<file path="config.mk">
export PLATFORM = sky130hd
export DESIGN_NAME = audio_decimator_fifo
export DESIGN_NICKNAME = d
export VERILOG_FILES = /design/src/rtl/audio_decimator_fifo.sv
export SDC_FILE = /design/constraint.sdc
export NUM_CORES = 1
export LEC_CHECK = 0
export CAP_MARGIN = 30
export CORE_ASPECT_RATIO = 0.9
export CORE_MARGIN = 8
export CORE_UTILIZATION = 54
export CTS_BUF_LIST = sky130_fd_sc_hd__clkbuf_8
export DETAILED_ROUTE_END_ITERATION = 10
export PLACE_DENSITY = 0.77
export SYNTH_ARGS = -nofsm -noshare
export SYNTH_HDL_FRONTEND = slang
export SYNTH_SLANG_ARGS = --single-unit
export TNS_END_PERCENT = 1
</file>
<file path="constraint.sdc">
create_clock -name clk -period 2.7 [get_ports clk]
set_input_delay 0.405 -clock clk [delete_from_list [all_inputs] [get_ports clk]]
set_output_delay 0.405 -clock clk [all_outputs]
set_load 0.01 [all_outputs]
</file>
<file path="src/rtl/audio_decimator_fifo.sv">
// Boxcar decimator (accumulate-and-dump) feeding a small FWFT FIFO toward the audio sink.
// Optional DC-block stage between decimator and FIFO: define AUDIO_DECIM_DC_BLOCK_EN.
module audio_decimator_fifo #(
    parameter int LOG2_DECIM      = 6,
    parameter int FIFO_LOG2_DEPTH = 2,
    parameter int DC_SHIFT        = 8
) (
    input  logic        clk,
    input  logic        rst,
    input  logic        clk_3MHz_en,
    input  logic [15:0] in,
    input  logic        mute,
    output logic [15:0] out_data,
    output logic        out_valid,
    input  logic        out_ready,
    output logic [7:0]  overflow_cnt
);
    localparam int ACC_W = 16 + LOG2_DECIM;
    localparam int DEPTH = 1 << FIFO_LOG2_DEPTH;
    localparam int PW    = FIFO_LOG2_DEPTH + 1;

    logic [ACC_W-1:0]      acc;
    logic [ACC_W-1:0]      acc_sum;
    logic [LOG2_DECIM-1:0] cnt;
    logic [15:0]           dec_sample;
    logic                  dec_valid;

    // The dump strobe folds the final input into the average, so no sample straddles windows.
    assign acc_sum = acc + ACC_W'(in);

    always_ff @(posedge clk) begin
        if (rst) begin
            acc        <= '0;
            cnt        <= '0;
            dec_sample <= '0;
            dec_valid  <= 1'b0;
        end else begin
            dec_valid <= 1'b0;
            if (clk_3MHz_en) begin
                cnt <= cnt + LOG2_DECIM'(1);
                if (cnt == '1) begin
                    dec_sample <= acc_sum[ACC_W-1:LOG2_DECIM];
                    acc        <= '0;
                    dec_valid  <= 1'b1;
                end else begin
                    acc <= acc_sum;
                end
            end
        end
    end

    logic        push_valid;
    logic [15:0] push_data;

`ifdef AUDIO_DECIM_DC_BLOCK_EN
    logic               s1_valid;
    logic               s1_mute;
    logic [15:0]        s1_sample;
    logic signed [18:0] x_cur;
    logic signed [18:0] y_cur;
    logic signed [18:0] x_prev;
    logic signed [18:0] y_prev;
    logic signed [15:0] y_sat;

    always_comb begin
        x_cur = $signed({3'b000, s1_sample}) - 19'sd32768;
        y_cur = x_cur - x_prev + y_prev - (y_prev >>> DC_SHIFT);
        if (y_cur > 19'sd32767)
            y_sat = 16'sh7FFF;
        else if (y_cur < -19'sd32768)
            y_sat = 16'sh8000;
        else
            y_sat = y_cur[15:0];
    end

    // Mute is captured with the decimated sample so the filter sees a consistent pair.
    always_ff @(posedge clk) begin
        if (rst) begin
            s1_valid   <= 1'b0;
            s1_mute    <= 1'b0;
            s1_sample  <= '0;
            x_prev     <= '0;
            y_prev     <= '0;
            push_valid <= 1'b0;
            push_data  <= '0;
        end else begin
            s1_valid   <= dec_valid;
            push_valid <= s1_valid;
            if (dec_valid) begin
                s1_mute   <= mute;
                s1_sample <= dec_sample;
            end
            if (s1_valid) begin
                if (s1_mute) begin
                    push_data <= '0;
                end else begin
                    push_data <= {~y_sat[15], y_sat[14:0]};
                    x_prev    <= x_cur;
                    y_prev    <= y_cur;
                end
            end
        end
    end
`else
    always_ff @(posedge clk) begin
        if (rst) begin
            push_valid <= 1'b0;
            push_data  <= '0;
        end else begin
            push_valid <= dec_valid;
            if (dec_valid)
                push_data <= mute ? 16'h0000 : dec_sample;
        end
    end
`endif

    // Sink handshake: a word transfers on any clk edge where out_valid && out_ready;
    // out_valid never depends on out_ready, and out_data is stable while out_valid is held.
    logic [15:0]   mem [DEPTH];
    logic [PW-1:0] wr_ptr;
    logic [PW-1:0] rd_ptr;
    logic          fifo_full;
    logic          pop;
    logic          wr_en;
    logic          drop;

    assign out_valid = (wr_ptr != rd_ptr);
    assign fifo_full = (wr_ptr[PW-1] != rd_ptr[PW-1]) &&
                       (wr_ptr[PW-2:0] == rd_ptr[PW-2:0]);
    assign pop       = out_valid && out_ready;
    assign wr_en     = push_valid && (!fifo_full || pop);
    assign drop      = push_valid && fifo_full && !pop;
    assign out_data  = out_valid ? mem[rd_ptr[PW-2:0]] : 16'h0000;

    always_ff @(posedge clk) begin
        if (wr_en)
            mem[wr_ptr[PW-2:0]] <= push_data;
    end

    always_ff @(posedge clk) begin
        if (rst) begin
            wr_ptr       <= '0;
            rd_ptr       <= '0;
            overflow_cnt <= '0;
        end else begin
            if (wr_en)
                wr_ptr <= wr_ptr + PW'(1);
            if (pop)
                rd_ptr <= rd_ptr + PW'(1);
            if (drop && overflow_cnt != 8'hFF)
                overflow_cnt <= overflow_cnt + 8'd1;
        end
    end
endmodule

</file>
==> results.toml <==
[setup_path]
worstSetupEndpoint = "out_data[4]"
crit_cells = 4
setup.worst_path.class = "register to output pin"
crit_path_end_kind = "output pin"
required_ns = 2.30
worstPathArrival_ns = 2.18
cpPeakStageDelay_ns = 0.54
crit_buf_inv = 2
path_cells = "buf_12 -> mux4_2 -> and2_1 -> clkdlybuf4s50_1"
critPathMaxFanout = 16
r2r-end = "mem[3][12]"
cp-start-kind = "register"
r2r_cells = 5
rr_startpoint = "rd_ptr[2]"
reg2reg_slack_ns = 0.35
slowest_stage = "mux4_2"
cpLargestDelayFamily = "buffers and inverters"

[placed_design]
io_buffers = 45
gp_congestion = 0.8772
placed_cells_incl_taps = 802
place_ws_ns = -0.1652
hpwlAfterDp_um = 9556

[synth]
syn_nets = 643
ys_types = 68
synth_area_um2 = 6683
yosys_warnings = 0
ys_seq_area_share_pct = 52.13
ys.flop_type = "dfxtp_1"
avgSynthCellArea_um2 = 11.18
async_reset_ff_share_pct = 0
synth_edf_count = 64
syn_inst = 598
ys_ff_latch = 142

[global_route]
grt_pass1_vias = 4657
antenna_found_initial = 0
grt_usage_pct = 16.99
grt_max_degree = 45
grt_overflow = 0
grt_pass1_wl_um = 22490

[route]
postRouteAntennaNets = 0
via_per_inst = 5.698
first_pass_iters = 4
drcViolationCount = 0
routed_wl_um = 13310
drt-initial-drc-count = 365
num_vias = 4752
routedWlPerCell_um = 15.96

[clock_tree]
clockRootBuffer = "clkbuf_8"
cts_tree = "yes"
postCtsSetupRepairBufs = 0
clock_latency_ns = 0.44
cts.sinks = 142
cts_htree_levels = 4
clk_pin_slew_ns = 0.08
cts_hold_buf = 0
cts_buffer_depth = 2
numCtsBuffers = 17

[sta]
max_slew_margin_pct = 37.22
slew_violations = 0
final-hold-violation-count = 0
finalCritPeriodShare_pct = 95.56
final-setup-viol-count = 0
rsz0062_at_grt = "false"
finalWorstSetupSlack_ns = 0.1199
fmax_ghz = 0.3876
whs_ns = 0.4601
worstMarginPinSlew_ns = 0.9382
finClkSkew_ns = 0.01246
fin_crit_ns = 2.580

[floorplan]
core_um2 = 12080
initial_utilization_pct = 55.34
num_rows = 38
ios = 46
fp.dieArea_um2 = 16200
die_y_um = 121.5
die_w_um = 133.3

[flow_run]
maxCapViolations = 0

[final_layout]
layout_common_cells = "78 x dfxtp_1, 64 x edfxtp_1, 46 x nor2_1, 44 x clkdlybuf4s50_1, 39 x a21oi_1"
drive_gt1_share_pct = 14.84
fin_cells = 834
layout_commonest_cell = "dfxtp_1"
utilization_pct = 64.93
area_growth_pct = 17.34
diodes = 0
nets = 706

[power]
peakVddDrop_uv = 343.4
p_leak_nw = 2.816
power_density_nw_per_um2 = 583.5

[run_status]
outcome = "finished, final reports clean"

[hold_path]
holdCritStartpoint = "dec_sample[5]"
hold_path_class = "register to register"
## power by group
group | total (W) | switching, W | internal [W]
combinational | 0.000553 | 0.000305 | 0.000247
sequential | 0.00232 | 0.0000452 | 0.00227
clock | 0.00171 | 0.000842 | 0.000863
total | 0.00458 | 0.00119 | 0.00338
## tightest hold or removal path, delay by kind of cell (launching register included)
family	cells	cell delay, ns
AO/OA/AOI/OAI	1	0.05
flip-flops	1	0.31
AND/OR/NAND/NOR	1	0.05
## repair_timing
action                     CTS  global route
hold endpoints to repair     0             0
resized for setup            2             3
setup endpoints to repair   16            16
## worst min path at each step
stage | to | slack [ns] | cells past startpoint
2_1_floorplan | acc[12] | 0.43 | 2
3_3_place_gp | acc[12] | 0.44 | 2
3_5_place_dp | dec_sample[5] | 0.45 | 2
4_1_cts | dec_sample[5] | 0.46 | 2
5_1_grt | dec_sample[5] | 0.48 | 2
6_report | dec_sample[5] | 0.46 | 2
## state kept, by name (all words and copies together) (netlist names), 3 cells and up, named ones only
| signal | flops |
|---|---|
| push_data | 16 |
| cnt | 6 |
| wr_ptr | 3 |
| acc | 22 |
| overflow_cnt | 8 |
| mem | 64 |
| dec_sample | 16 |
| rd_ptr | 3 |
## through the flow
stage | area, um2 | TNS [ns] | total power, W
after detailed placement | 7417 | -0.7835 | 0.002910
after global routing | 7841 | 0 | 0.004767
after floorplan | 6683 | 0 | 0.002753
after global placement | 7417 | -0.2166 | 0.002893
final | 7841 | 0 | 0.004575
after CTS | 7828 | 0 | 0.004606
## synth_stat cells (3+ instances only)
cell      instances  share of area [%]
nand3b_1         22                2.5
nor4_1            3               0.28
xnor2_1          14                1.8
nand4_1           9               0.84
or3_1             9               0.84
nand2_1          29                1.6
nand3_1          20                1.5
a22oi_1           7               0.79
nor3b_1           4               0.45
o311ai_0          3               0.39
xor2_1           11                1.4
ha_1             23                4.3
mux2i_1           3               0.45
o21bai_1          3               0.34
a21oi_1          39                2.9
nor3_1            9               0.67
inv_1            15               0.84
mux4_2           16                5.4
edfxtp_1         64                 29
a21oi_2           3               0.39
and3_1            7               0.66
and2_1           20                1.9
nand2b_1         20                1.9
a211o_1           5               0.66
a211oi_1          3               0.34
clkbuf_1         17               0.95
o21ai_0          17                1.3
buf_2            10               0.75
nor2_1           46                2.6
nor2b_1           5               0.47
o21a_1            7               0.79
buf_1             3               0.17
a21o_1            6               0.67
a31oi_1           5               0.47
dfxtp_1          78                 23
## final cells by class
type	count	area (um2)
clock buffer	18	247.7
clock inverter	14	156.4
fill	955	4235
inverter	15	56.30
multi-input combinational	409	3007
sequential	142	3483
tap	160	200.2
timing repair buffer	76	690.7
## cell families after synthesis
family          Yosys count  synth area share, %
xor+xnor                 25                3.277
mux                      19                5.842
compound gates          131                14.15
fa+ha+maj                24                4.606
buf+inv                  47                2.996
flops                   142                52.13
simple gates            210                17.00
## routing by layer
layer	track usage, %	part of all wire [%]	wire length, um	vias to the layer above
met5	0	0	0	-
met4	4.975	1.0	133	0
met3	4.527	5.1	681	14
met2	28.27	49	6489	116
met1	21.48	45	6009	2280
li1	-	-	-	2342
Power figures use the tool's default switching activity.
